[config.mk]
export PLATFORM = sky130hd
export DESIGN_NAME = mem_arbiter
export DESIGN_NICKNAME = d
export VERILOG_FILES = /design/src/rtl/mem_arbiter_pkg.sv /design/src/rtl/mem_arbiter.sv
export SDC_FILE = /design/constraint.sdc
export NUM_CORES = 1
export LEC_CHECK = 0
export ABC_CLOCK_PERIOD_IN_PS = 2200
export BUFFER_PORTS_ARGS = -buffer_cell sky130_fd_sc_hd__buf_2
export CORE_MARGIN = 2
export CORE_UTILIZATION = 45
export CTS_CLUSTER_DIAMETER = 150
export DETAILED_ROUTE_END_ITERATION = 12
export PLACE_DENSITY = 0.8
export SKIP_CTS_REPAIR_TIMING = 1
export SYNTH_ARGS = -nofsm -noshare
export SYNTH_HDL_FRONTEND = slang
export SYNTH_SLANG_ARGS = --single-unit
[constraint.sdc]
create_clock -name clk -period 2.2 [get_ports clk]
set_input_delay 0.44 -clock clk [delete_from_list [all_inputs] [get_ports clk]]
set_output_delay 0.44 -clock clk [all_outputs]
set_load 0.02 [all_outputs]
[src/rtl/mem_arbiter_pkg.sv]
// Encodings shared by the memory arbiter and any bus monitors watching it.
package mem_arbiter_pkg;

  localparam logic [1:0] ST_IDLE = 2'd0;
  localparam logic [1:0] ST_REQ  = 2'd1;
  localparam logic [1:0] ST_WAIT = 2'd2;
  localparam logic [1:0] ST_RSP  = 2'd3;

  localparam logic GNT_IFU = 1'b0;
  localparam logic GNT_LSU = 1'b1;

  // Round-robin pick: a lone requester wins, on conflict the one not served last wins.
  function automatic logic rr_pick(input logic i_ifu, input logic i_lsu, input logic i_last);
    logic w_pick;
    if (i_ifu && i_lsu) begin
      w_pick = (i_last == GNT_LSU) ? GNT_IFU : GNT_LSU;
    end else if (i_lsu) begin
      w_pick = GNT_LSU;
    end else begin
      w_pick = GNT_IFU;
    end
    return w_pick;
  endfunction

endpackage

[src/rtl/mem_arbiter.sv]
// Shares one memory port between instruction fetch and load/store, one transaction
// at a time, with round-robin arbitration and a watchdog on a stalled memory.
module mem_arbiter
  import mem_arbiter_pkg::*;
#(
  parameter int ADDR_W  = 32,
  parameter int DATA_W  = 32,
  parameter int TIMEOUT = 255
) (
  input  logic                clk,
  input  logic                rst,
  input  logic                ifu_req_valid,
  output logic                ifu_req_ready,
  input  logic [ADDR_W-1:0]   ifu_addr,
  output logic                ifu_rsp_valid,
  output logic [DATA_W-1:0]   ifu_rdata,
  output logic                ifu_err,
  input  logic                lsu_req_valid,
  output logic                lsu_req_ready,
  input  logic [ADDR_W-1:0]   lsu_addr,
  input  logic                lsu_wen,
  input  logic [DATA_W-1:0]   lsu_wdata,
  input  logic [DATA_W/8-1:0] lsu_wmask,
  output logic                lsu_rsp_valid,
  output logic [DATA_W-1:0]   lsu_rdata,
  output logic                lsu_err,
  output logic                mem_req_valid,
  input  logic                mem_req_ready,
  output logic [ADDR_W-1:0]   mem_addr,
  output logic                mem_wen,
  output logic [DATA_W-1:0]   mem_wdata,
  output logic [DATA_W/8-1:0] mem_wmask,
  input  logic                mem_rsp_valid,
  input  logic [DATA_W-1:0]   mem_rdata
);

  localparam int MASK_W = DATA_W / 8;
  localparam int CNT_W  = (TIMEOUT > 0) ? $clog2(TIMEOUT + 1) : 1;

  logic [1:0]        r_state;
  logic              r_grant;
  logic [ADDR_W-1:0] r_addr;
  logic              r_wen;
  logic [DATA_W-1:0] r_wdata;
  logic [MASK_W-1:0] r_wmask;
  logic [DATA_W-1:0] r_rdata;
  logic              r_err;
  logic [CNT_W-1:0]  r_cnt;

  logic             w_anyReq;
  logic             w_winner;
  logic             w_accept;
  logic             w_rspPhase;
  logic [CNT_W-1:0] w_cntNext;
  logic             w_timeout;

  assign w_anyReq      = ifu_req_valid | lsu_req_valid;
  assign w_winner      = rr_pick(ifu_req_valid, lsu_req_valid, r_grant);
  assign w_accept      = (r_state == ST_IDLE) && w_anyReq;
  assign ifu_req_ready = w_accept && (w_winner == GNT_IFU);
  assign lsu_req_ready = w_accept && (w_winner == GNT_LSU);

  // Saturating watchdog; a TIMEOUT of zero never fires.
  assign w_cntNext = (&r_cnt) ? r_cnt : r_cnt + CNT_W'(1);
  assign w_timeout = (TIMEOUT != 0) && (w_cntNext == CNT_W'(TIMEOUT));

  assign mem_req_valid = (r_state == ST_REQ);
  assign mem_addr      = r_addr;
  assign mem_wen       = r_wen;
  assign mem_wdata     = r_wdata;
  assign mem_wmask     = r_wmask;

  assign w_rspPhase    = (r_state == ST_RSP);
  assign ifu_rsp_valid = w_rspPhase && (r_grant == GNT_IFU);
  assign lsu_rsp_valid = w_rspPhase && (r_grant == GNT_LSU);
  assign ifu_rdata     = ifu_rsp_valid ? r_rdata : '0;
  assign lsu_rdata     = lsu_rsp_valid ? r_rdata : '0;
  assign ifu_err       = ifu_rsp_valid & r_err;
  assign lsu_err       = lsu_rsp_valid & r_err;

  always_ff @(posedge clk) begin
    if (rst) begin
      r_state <= ST_IDLE;
      r_grant <= GNT_LSU;
      r_addr  <= '0;
      r_wen   <= 1'b0;
      r_wdata <= '0;
      r_wmask <= '0;
      r_rdata <= '0;
      r_err   <= 1'b0;
      r_cnt   <= '0;
    end else begin
      case (r_state)
        ST_IDLE: begin
          if (w_anyReq) begin
            r_grant <= w_winner;
            r_state <= ST_REQ;
            if (w_winner == GNT_LSU) begin
              r_addr  <= lsu_addr;
              r_wen   <= lsu_wen;
              r_wdata <= lsu_wdata;
              r_wmask <= lsu_wmask;
            end else begin
              r_addr  <= ifu_addr;
              r_wen   <= 1'b0;
              r_wdata <= '0;
              r_wmask <= '0;
            end
          end
        end
        ST_REQ: begin
          if (mem_req_ready) begin
            r_cnt   <= '0;
            r_state <= ST_WAIT;
          end
        end
        ST_WAIT: begin
          r_cnt <= w_cntNext;
          // A response arriving on the timeout cycle still counts as a success.
          if (mem_rsp_valid) begin
            r_rdata <= r_wen ? '0 : mem_rdata;
            r_err   <= 1'b0;
            r_state <= ST_RSP;
          end else if (w_timeout) begin
            r_rdata <= '0;
            r_err   <= 1'b1;
            r_state <= ST_RSP;
          end
        end
        ST_RSP: begin
          r_state <= ST_IDLE;
        end
        default: begin
          r_state <= ST_IDLE;
        end
      endcase
    end
  end

endmodule
======== Word-level counts from Yosys, hierarchy flattened ========
Cells that the tools add are included.
cells by class
  reduce and logical (&&, ||, !) cells .... 14
  bitwise operators ....................... 5
  multipliers ............................. 0
  equal/unequal tests ..................... 7
  shift operators ......................... 0
  add/sub/neg operators ................... 1
  multiplexer cells ....................... 22
  divide/modulo/power cells ............... 0
  order comparisons ....................... 0
operator list
  operator             number
  $mux 32              7
  $mux 8               2
  $pmux 8 s2           1
  $add 8x1->8 const B  1
  $eq 8x8->1 const B   1
  $mux 2               4
  $pmux 2 s4           1
  $reduce_and 8->1     1
  $logic_and 1x1->1    6
  $mux 1               6
  $reduce_and 2->1     3
  $eq 2x2->1 const B   2
  $mux 4               1
  $reduce_bool 2->1    2
  $ne 3x3->1 const B   1
  $reduce_and 3->1     1
  $and 1x1->1          2
  $eq 2x1->1 const B   1
  $logic_not 2->1      1
  $ne 2x1->1 const B   1
  $ne 2x2->1 const B   1
  $not 1->1            2
  $or 1x1->1           1
storage, ports and cells
  ROM bits ................................ 0
  memory bits (writable) .................. 0
  latch bits .............................. 0
  output and inout bits ................... 140
  logic and storage cells ................. 58
  memories kept ........................... 0
  bits in registers ....................... 113
  input bits .............................. 139

======== Longest topological paths before layout ========
  depth in word-level cells ............... 6
  depth in mapped cells ................... 8
  gate-level depth less buffers ........... 7

======== Worst setup path after synthesis ========
No wires, ideal clock.
  kind .................................... register to register
  from .................................... reg r_cnt[0]
  to ...................................... reg r_rdata[10]
  arrival ................................. 1.939 ns
  path slack .............................. 0.204 ns
  path buffers ............................ 2
  stages on the path, launching flop included .. 9
  period minus slack after synthesis ...... 1.996 ns
  data required time ...................... 2.143 ns
  library setup time ...................... 0.057 ns
  path through ............................ dfxtp_1 > ha_1 > buf_6 > a21o_1 > a31oi_1 > or3_4 > a311oi_4 > buf_6 > a21o_1
between the ends
  cells in the longest elaborated chain, start to end .. 5
  elaborated cells between the ends (all ways) .. 6
  those cells by class .................... add/sub (1); eq/ne (1); mux (1); reduce/logical (3)
RTL lines
  item                                                    RTL line            RTL
  start: declaration                                      mem_arbiter.sv:48   logic [CNT_W-1:0] r_cnt;
  start signal: assignment                                mem_arbiter.sv:118  r_cnt <= w_cntNext;
  $add 8x1->8 / $reduce_and 8->1 (equally long branches)  mem_arbiter.sv:64   assign w_cntNext = (&r_cnt) ? r_cnt : r_cnt + CNT_W'(1);
  $mux 8 *                                                mem_arbiter.sv:64
  $eq 8x8->1 *                                            mem_arbiter.sv:65   assign w_timeout = (TIMEOUT != 0) && (w_cntNext == CNT_W'(TIMEOUT));
  $reduce_bool 2->1 (no line) *                           -
  $reduce_and 2->1 (no line) *                            -
  end signal: assignment                                  mem_arbiter.sv:121  r_rdata <= r_wen ? '0 : mem_rdata;
  end: declaration                                        mem_arbiter.sv:46   logic [DATA_W-1:0] r_rdata;
Every way passes the cells marked *; elsewhere a longest branch is shown, timed or not.
A chain may end at the register's enable or synchronous reset.

======== Worst setup path after layout ========
  from .................................... reg r_state[1]
  to ...................................... out ifu_rdata[6]
between the ends
  cells in the longest elaborated chain, start to end .. 3
RTL lines
  item                      RTL line            RTL
  start: declaration        mem_arbiter.sv:40   logic [1:0] r_state;
  start signal: assignment  mem_arbiter.sv:83   r_state <= ST_IDLE;
  start signal: assignment  mem_arbiter.sv:97   r_state <= ST_REQ;
  start signal: assignment  mem_arbiter.sv:114  r_state <= ST_WAIT;
  $eq 2x2->1                mem_arbiter.sv:73   assign w_rspPhase = (r_state == ST_RSP);
  $logic_and 1x1->1         mem_arbiter.sv:74   assign ifu_rsp_valid = w_rspPhase && (r_grant == GNT_IFU);
  $mux 32                   mem_arbiter.sv:76   assign ifu_rdata = ifu_rsp_valid ? r_rdata : '0;
  end: declaration          mem_arbiter.sv:16   output logic [DATA_W-1:0] ifu_rdata,
No other way between the ends.

==> impl_metrics.prom <==
# TYPE chip_impl_metric gauge
chip_impl_info{name="criticalPathCategory",value="flip-flop to output port"} 1
chip_impl_metric{name="initial_core_utilization",unit=""} 0.460
chip_impl_metric{name="worst_setup_slack_after_layout",unit="ps"} 15.2
chip_impl_info{name="highest-signal-layer",value="met5"} 1
chip_impl_metric{name="detailroute.wirelength.met2",unit="mm"} 8.39
chip_impl_metric{name="grt_max_degree",unit=""} 79
chip_impl_metric{name="route.antenna.remaining_nets",unit=""} 0
chip_impl_metric{name="netSwitchingFraction",unit=""} 0.338
chip_impl_metric{name="crit_path_max_incr_delay",unit="ps"} 370
chip_impl_info{name="most_common_cell_after_layout_fill_and_taps_aside",value="sky130_fd_sc_hd__buf_2"} 1
chip_impl_metric{name="maximum_vdd_ir_drop",unit="uV"} 827
chip_impl_metric{name="synth_cell_type_count",unit=""} 49
chip_impl_metric{name="reg2regPathDepth",unit=""} 6
chip_impl_metric{name="gr-total-overflow",unit=""} 0
chip_impl_info{name="setup.worst_path.end_class",value="output port"} 1
chip_impl_metric{name="finalNonFillerCells",unit=""} 950
chip_impl_metric{name="max-slew-margin-rel",unit=""} 0.478
chip_impl_metric{name="synth-seq-cells",unit=""} 113
chip_impl_metric{name="post_synth.cell_area_avg",unit="um^2"} 9.35
chip_impl_metric{name="dp_hpwl",unit="mm"} 11.5
chip_impl_info{name="synth_top_flop_cell",value="sky130_fd_sc_hd__dfxtp_1"} 1
chip_impl_metric{name="numPortBuffers",unit=""} 278
chip_impl_metric{name="number_of_nets_in_the_final_layout",unit=""} 941
chip_impl_info{name="crit_family",value="simple AND/OR/NAND/NOR gates"} 1
chip_impl_info{name="layout.cells.most_common_list",value="sky130_fd_sc_hd__buf_2 (245), sky130_fd_sc_hd__dfxtp_1 (111), sky130_fd_sc_hd__nor2_1 (80), sky130_fd_sc_hd__a22oi_1 (38)"} 1
chip_impl_metric{name="clock_skew",unit="ps"} 5.29
chip_impl_metric{name="crit_buf_inv",unit=""} 2
chip_impl_metric{name="post-route-period-util",unit=""} 0.993
chip_impl_info{name="crit_start",value="r_state[1]"} 1
chip_impl_info{name="critical_path.slowest_cell",value="sky130_fd_sc_hd__dfxtp_4"} 1
chip_impl_metric{name="number_of_antenna_violations_at_the_first_check_in_global_routing",unit=""} 1
chip_impl_info{name="hold_path_startpoint",value="lsu_wdata[0]"} 1
chip_impl_metric{name="worst_pin_slew",unit="ps"} 783
chip_impl_metric{name="placeableCoreArea",unit="um^2"} 10800
chip_impl_metric{name="syn-cell-area",unit="um^2"} 4990
chip_impl_info{name="hold_path.class",value="primary input to flip-flop"} 1
chip_impl_metric{name="detail_route.drc_violations",unit=""} 0
chip_impl_info{name="tritoncts_clock_tree",value="built"} 1
chip_impl_info{name="run_status",value="complete, no violations"} 1
chip_impl_metric{name="design.die.area",unit="um^2"} 11900
chip_impl_metric{name="reported_net_switching_power",unit="uW"} 2790
chip_impl_metric{name="arrival",unit="ps"} 1740
chip_impl_metric{name="routed_wl",unit="mm"} 16.7
chip_impl_metric{name="mappedNetlistNets",unit=""} 678
chip_impl_metric{name="yosysWarningCount",unit=""} 0
chip_impl_metric{name="number_of_global_route_vias_before_repair",unit=""} 4907
chip_impl_metric{name="final_max_slew_viol_count",unit=""} 0
chip_impl_metric{name="reg_clk_slew_reported_paths",unit="ps"} 60
chip_impl_metric{name="filler_cell_count",unit=""} 795
chip_impl_metric{name="finalCoreUtilization",unit=""} 0.686
chip_impl_metric{name="placed_area",unit="um^2"} 6450
chip_impl_metric{name="place.detailed.instances",unit=""} 916
chip_impl_metric{name="cellLeakagePower",unit="uW"} 0.00388
chip_impl_metric{name="die_x",unit="um"} 109
chip_impl_metric{name="inserted_diodes",unit=""} 0
chip_impl_metric{name="final_hold_violating_endpoints",unit=""} 0
chip_impl_metric{name="detailed_routing_wirelength_on_met1",unit="mm"} 6.32
chip_impl_metric{name="power_report.internal_total",unit="uW"} 5470
chip_impl_info{name="regToRegStartpoint",value="r_cnt[3]"} 1
chip_impl_metric{name="finalSetupViolations",unit=""} 0
chip_impl_metric{name="synth_enable_flop_cells",unit=""} 0
chip_impl_metric{name="min_delay_path_depth",unit=""} 3
chip_impl_metric{name="first_pass_grt_wire_length",unit="mm"} 24.0
chip_impl_metric{name="detailedRoute.firstIterationViolations",unit=""} 608
chip_impl_info{name="rr_endpoint",value="r_rdata[31]"} 1
chip_impl_metric{name="yosysSeqAreaShare",unit=""} 0.453
chip_impl_metric{name="drt_pass1_iterations",unit=""} 10
chip_impl_metric{name="path_max_fanout",unit=""} 17
chip_impl_metric{name="clockPowerShare",unit=""} 0.360
chip_impl_metric{name="maxClockFrequency",unit="MHz"} 458
chip_impl_metric{name="track_usage",unit=""} 0.255
chip_impl_metric{name="cts_sink_count",unit=""} 113
chip_impl_metric{name="power.share.sequential",unit=""} 0.326
chip_impl_metric{name="report.power.total",unit="uW"} 8260
chip_impl_info{name="cts_root_buf",value="sky130_fd_sc_hd__clkbuf_8"} 1
chip_impl_metric{name="power_density",unit="nW/um^2"} 1110
chip_impl_metric{name="fp-row-count",unit=""} 38
chip_impl_info{name="hold_path_end",value="mem_wdata[0]"} 1
chip_impl_info{name="rsz0062_at_grt",value="yes"} 1
chip_impl_metric{name="cts_htree_levels",unit=""} 4
chip_impl_metric{name="clock_tree.buffer_depth",unit=""} 2
chip_impl_metric{name="met3WireLength",unit="mm"} 1.56
chip_impl_metric{name="top_ports",unit=""} 279
chip_impl_metric{name="timing.reg2reg.setup_slack",unit="ps"} 120
chip_impl_metric{name="post_place_worst_slack",unit="ps"} 38.8
chip_impl_metric{name="timing.critical_path.required",unit="ps"} 1760
chip_impl_metric{name="combPwrFrac",unit=""} 0.314
chip_impl_metric{name="clock_insertion_delay_worst_skew",unit="ps"} 500
chip_impl_metric{name="layout-area-overhead-vs-synth",unit="%"} 48.9
chip_impl_metric{name="period_minus_slack",unit="ps"} 2180
chip_impl_metric{name="final_layout_size_suffix_gt1_frac",unit=""} 0.436
chip_impl_metric{name="synthCells",unit=""} 534
chip_impl_metric{name="vias_per_cell",unit=""} 5.69
chip_impl_metric{name="place_congestion",unit=""} 0.829
chip_impl_metric{name="final_area",unit="um^2"} 7430
chip_impl_info{name="cp-start-kind",value="flip-flop"} 1
chip_impl_metric{name="die_h",unit="um"} 109
chip_impl_info{name="cp_cell_sequence",value="ha_4 > nor2b_4 > buf_8 > and2_1 > buf_6"} 1
chip_impl_metric{name="cts-buffers-inserted",unit=""} 17
chip_impl_metric{name="num_vias",unit=""} 5409
chip_impl_metric{name="ys_async_sr_fraction",unit=""} 0
chip_impl_metric{name="max_cap_violations",unit=""} 0
chip_impl_metric{name="detail_route.wl_per_cell",unit="um"} 17.6
[sequential cells by signal, indices dropped and copies added, names as in the netlist]
| name | count |
|---|---|
| mem_addr | 32 |
| mem_wdata | 32 |
| r_rdata | 32 |
| r_cnt | 8 |
| mem_wmask | 4 |
| r_state | 2 |
| mem_wen | 1 |
| r_err | 1 |
| r_grant | 1 |
[worst register-to-register path, cell delays in order (launching register included)]
cell                       delay [ps]
sky130_fd_sc_hd__dfxtp_1          510
sky130_fd_sc_hd__nand3_1          190
sky130_fd_sc_hd__or4_1            500
sky130_fd_sc_hd__nand3_1          230
sky130_fd_sc_hd__a311oi_4         140
sky130_fd_sc_hd__buf_12           190
sky130_fd_sc_hd__a21o_2           220
[kinds of logic (layout without fill, tap and decap cells)]
logic type      count (synthesis)  after routing  share of synthesized area
simple gates                  187            187                      0.192
flops                         113            113                      0.453
fa+ha+maj                       5              5                     0.0125
mux                             4              4                    0.00827
compound gates                169            169                      0.275
buf+inv                        56            332                     0.0594
[cells in the mapped netlist (2+ instances only)]
library cell	instances	area [um^2]
sky130_fd_sc_hd__o21ai_1	2	10.0
sky130_fd_sc_hd__dfxtp_1	113	2260
sky130_fd_sc_hd__dlygate4sd1_1	4	35.0
sky130_fd_sc_hd__a21oi_1	11	55.1
sky130_fd_sc_hd__a211o_1	2	17.5
sky130_fd_sc_hd__o21a_1	2	15.0
sky130_fd_sc_hd__nand2_1	9	33.8
sky130_fd_sc_hd__clkbuf_1	35	131
sky130_fd_sc_hd__or4_1	2	15.0
sky130_fd_sc_hd__a211oi_1	2	15.0
sky130_fd_sc_hd__a22oi_1	38	285
sky130_fd_sc_hd__a21o_2	2	17.5
sky130_fd_sc_hd__a21boi_0	2	15.0
sky130_fd_sc_hd__mux2i_1	3	30.0
sky130_fd_sc_hd__a21o_1	32	240
sky130_fd_sc_hd__a222oi_1	32	320
sky130_fd_sc_hd__a22o_1	32	280
sky130_fd_sc_hd__ha_1	5	62.6
sky130_fd_sc_hd__o21ai_0	4	20.0
sky130_fd_sc_hd__inv_1	5	18.8
sky130_fd_sc_hd__and2_1	35	219
sky130_fd_sc_hd__and4_2	2	20.0
sky130_fd_sc_hd__nor2_1	81	304
sky130_fd_sc_hd__a41oi_1	2	17.5
sky130_fd_sc_hd__buf_1	2	7.51
sky130_fd_sc_hd__a31oi_1	2	12.5
sky130_fd_sc_hd__and3_1	33	206
sky130_fd_sc_hd__dlygate4sd3_1	2	20.0
sky130_fd_sc_hd__buf_6	7	78.8
sky130_fd_sc_hd__nor3_1	6	30.0
sky130_fd_sc_hd__nand3_1	7	35.0
[layer usage]
metal,vias to the layer above,track usage
met1,2534,0.293
met3,31,0.0860
met4,2,0.110
met5,-,0
met2,312,0.433
li1,2530,-
[layout make-up]
| class | count | area (um^2) | area share |
|---|---|---|---|
| Clock buffer | 22 | 463 | 0.0623 |
| Sequential cell | 113 | 2270 | 0.305 |
| Inverter | 5 | 18.8 | 0.00253 |
| Multi-Input combinational cell | 365 | 2540 | 0.341 |
| Tap cell | 140 | 175 | 0.0236 |
| Clock inverter | 10 | 180 | 0.0242 |
| Timing Repair Buffer | 295 | 1790 | 0.241 |
[power by group through the flow]
stage                     Clock, uW  Combinational, uW  Sequential, uW
after floorplan                   0               1400            2910
after global placement            0               2390            2670
after detailed placement          0               2500            2690
after CTS                      3020               2500            2660
after global routing           3100               2800            2730
final                          2970               2600            2690
[worst max-delay path by stage]
stage / end / cells past startpoint / slack (ps)
6_report: ifu_rdata[6] / 5 / 20
5_1_grt: ifu_rdata[6] / 5 / -70
4_1_cts: ifu_rdata[2] / 5 / -130
3_5_place_dp: r_rdata[31] / 7 / 40
3_3_place_gp: r_rdata[0] / 7 / 130
2_1_floorplan: r_rdata[10] / 8 / 200
[metrics by stage]
stage | hold WS (ps) | TNS (ps)
after floorplan | 446 | 0
after global placement | 466 | 0
after detailed placement | 476 | 0
after CTS | 160 | -3810
after global routing | 175 | -772
final | 186 | 0
No activity file was read; power rests on OpenSTA's default activity.
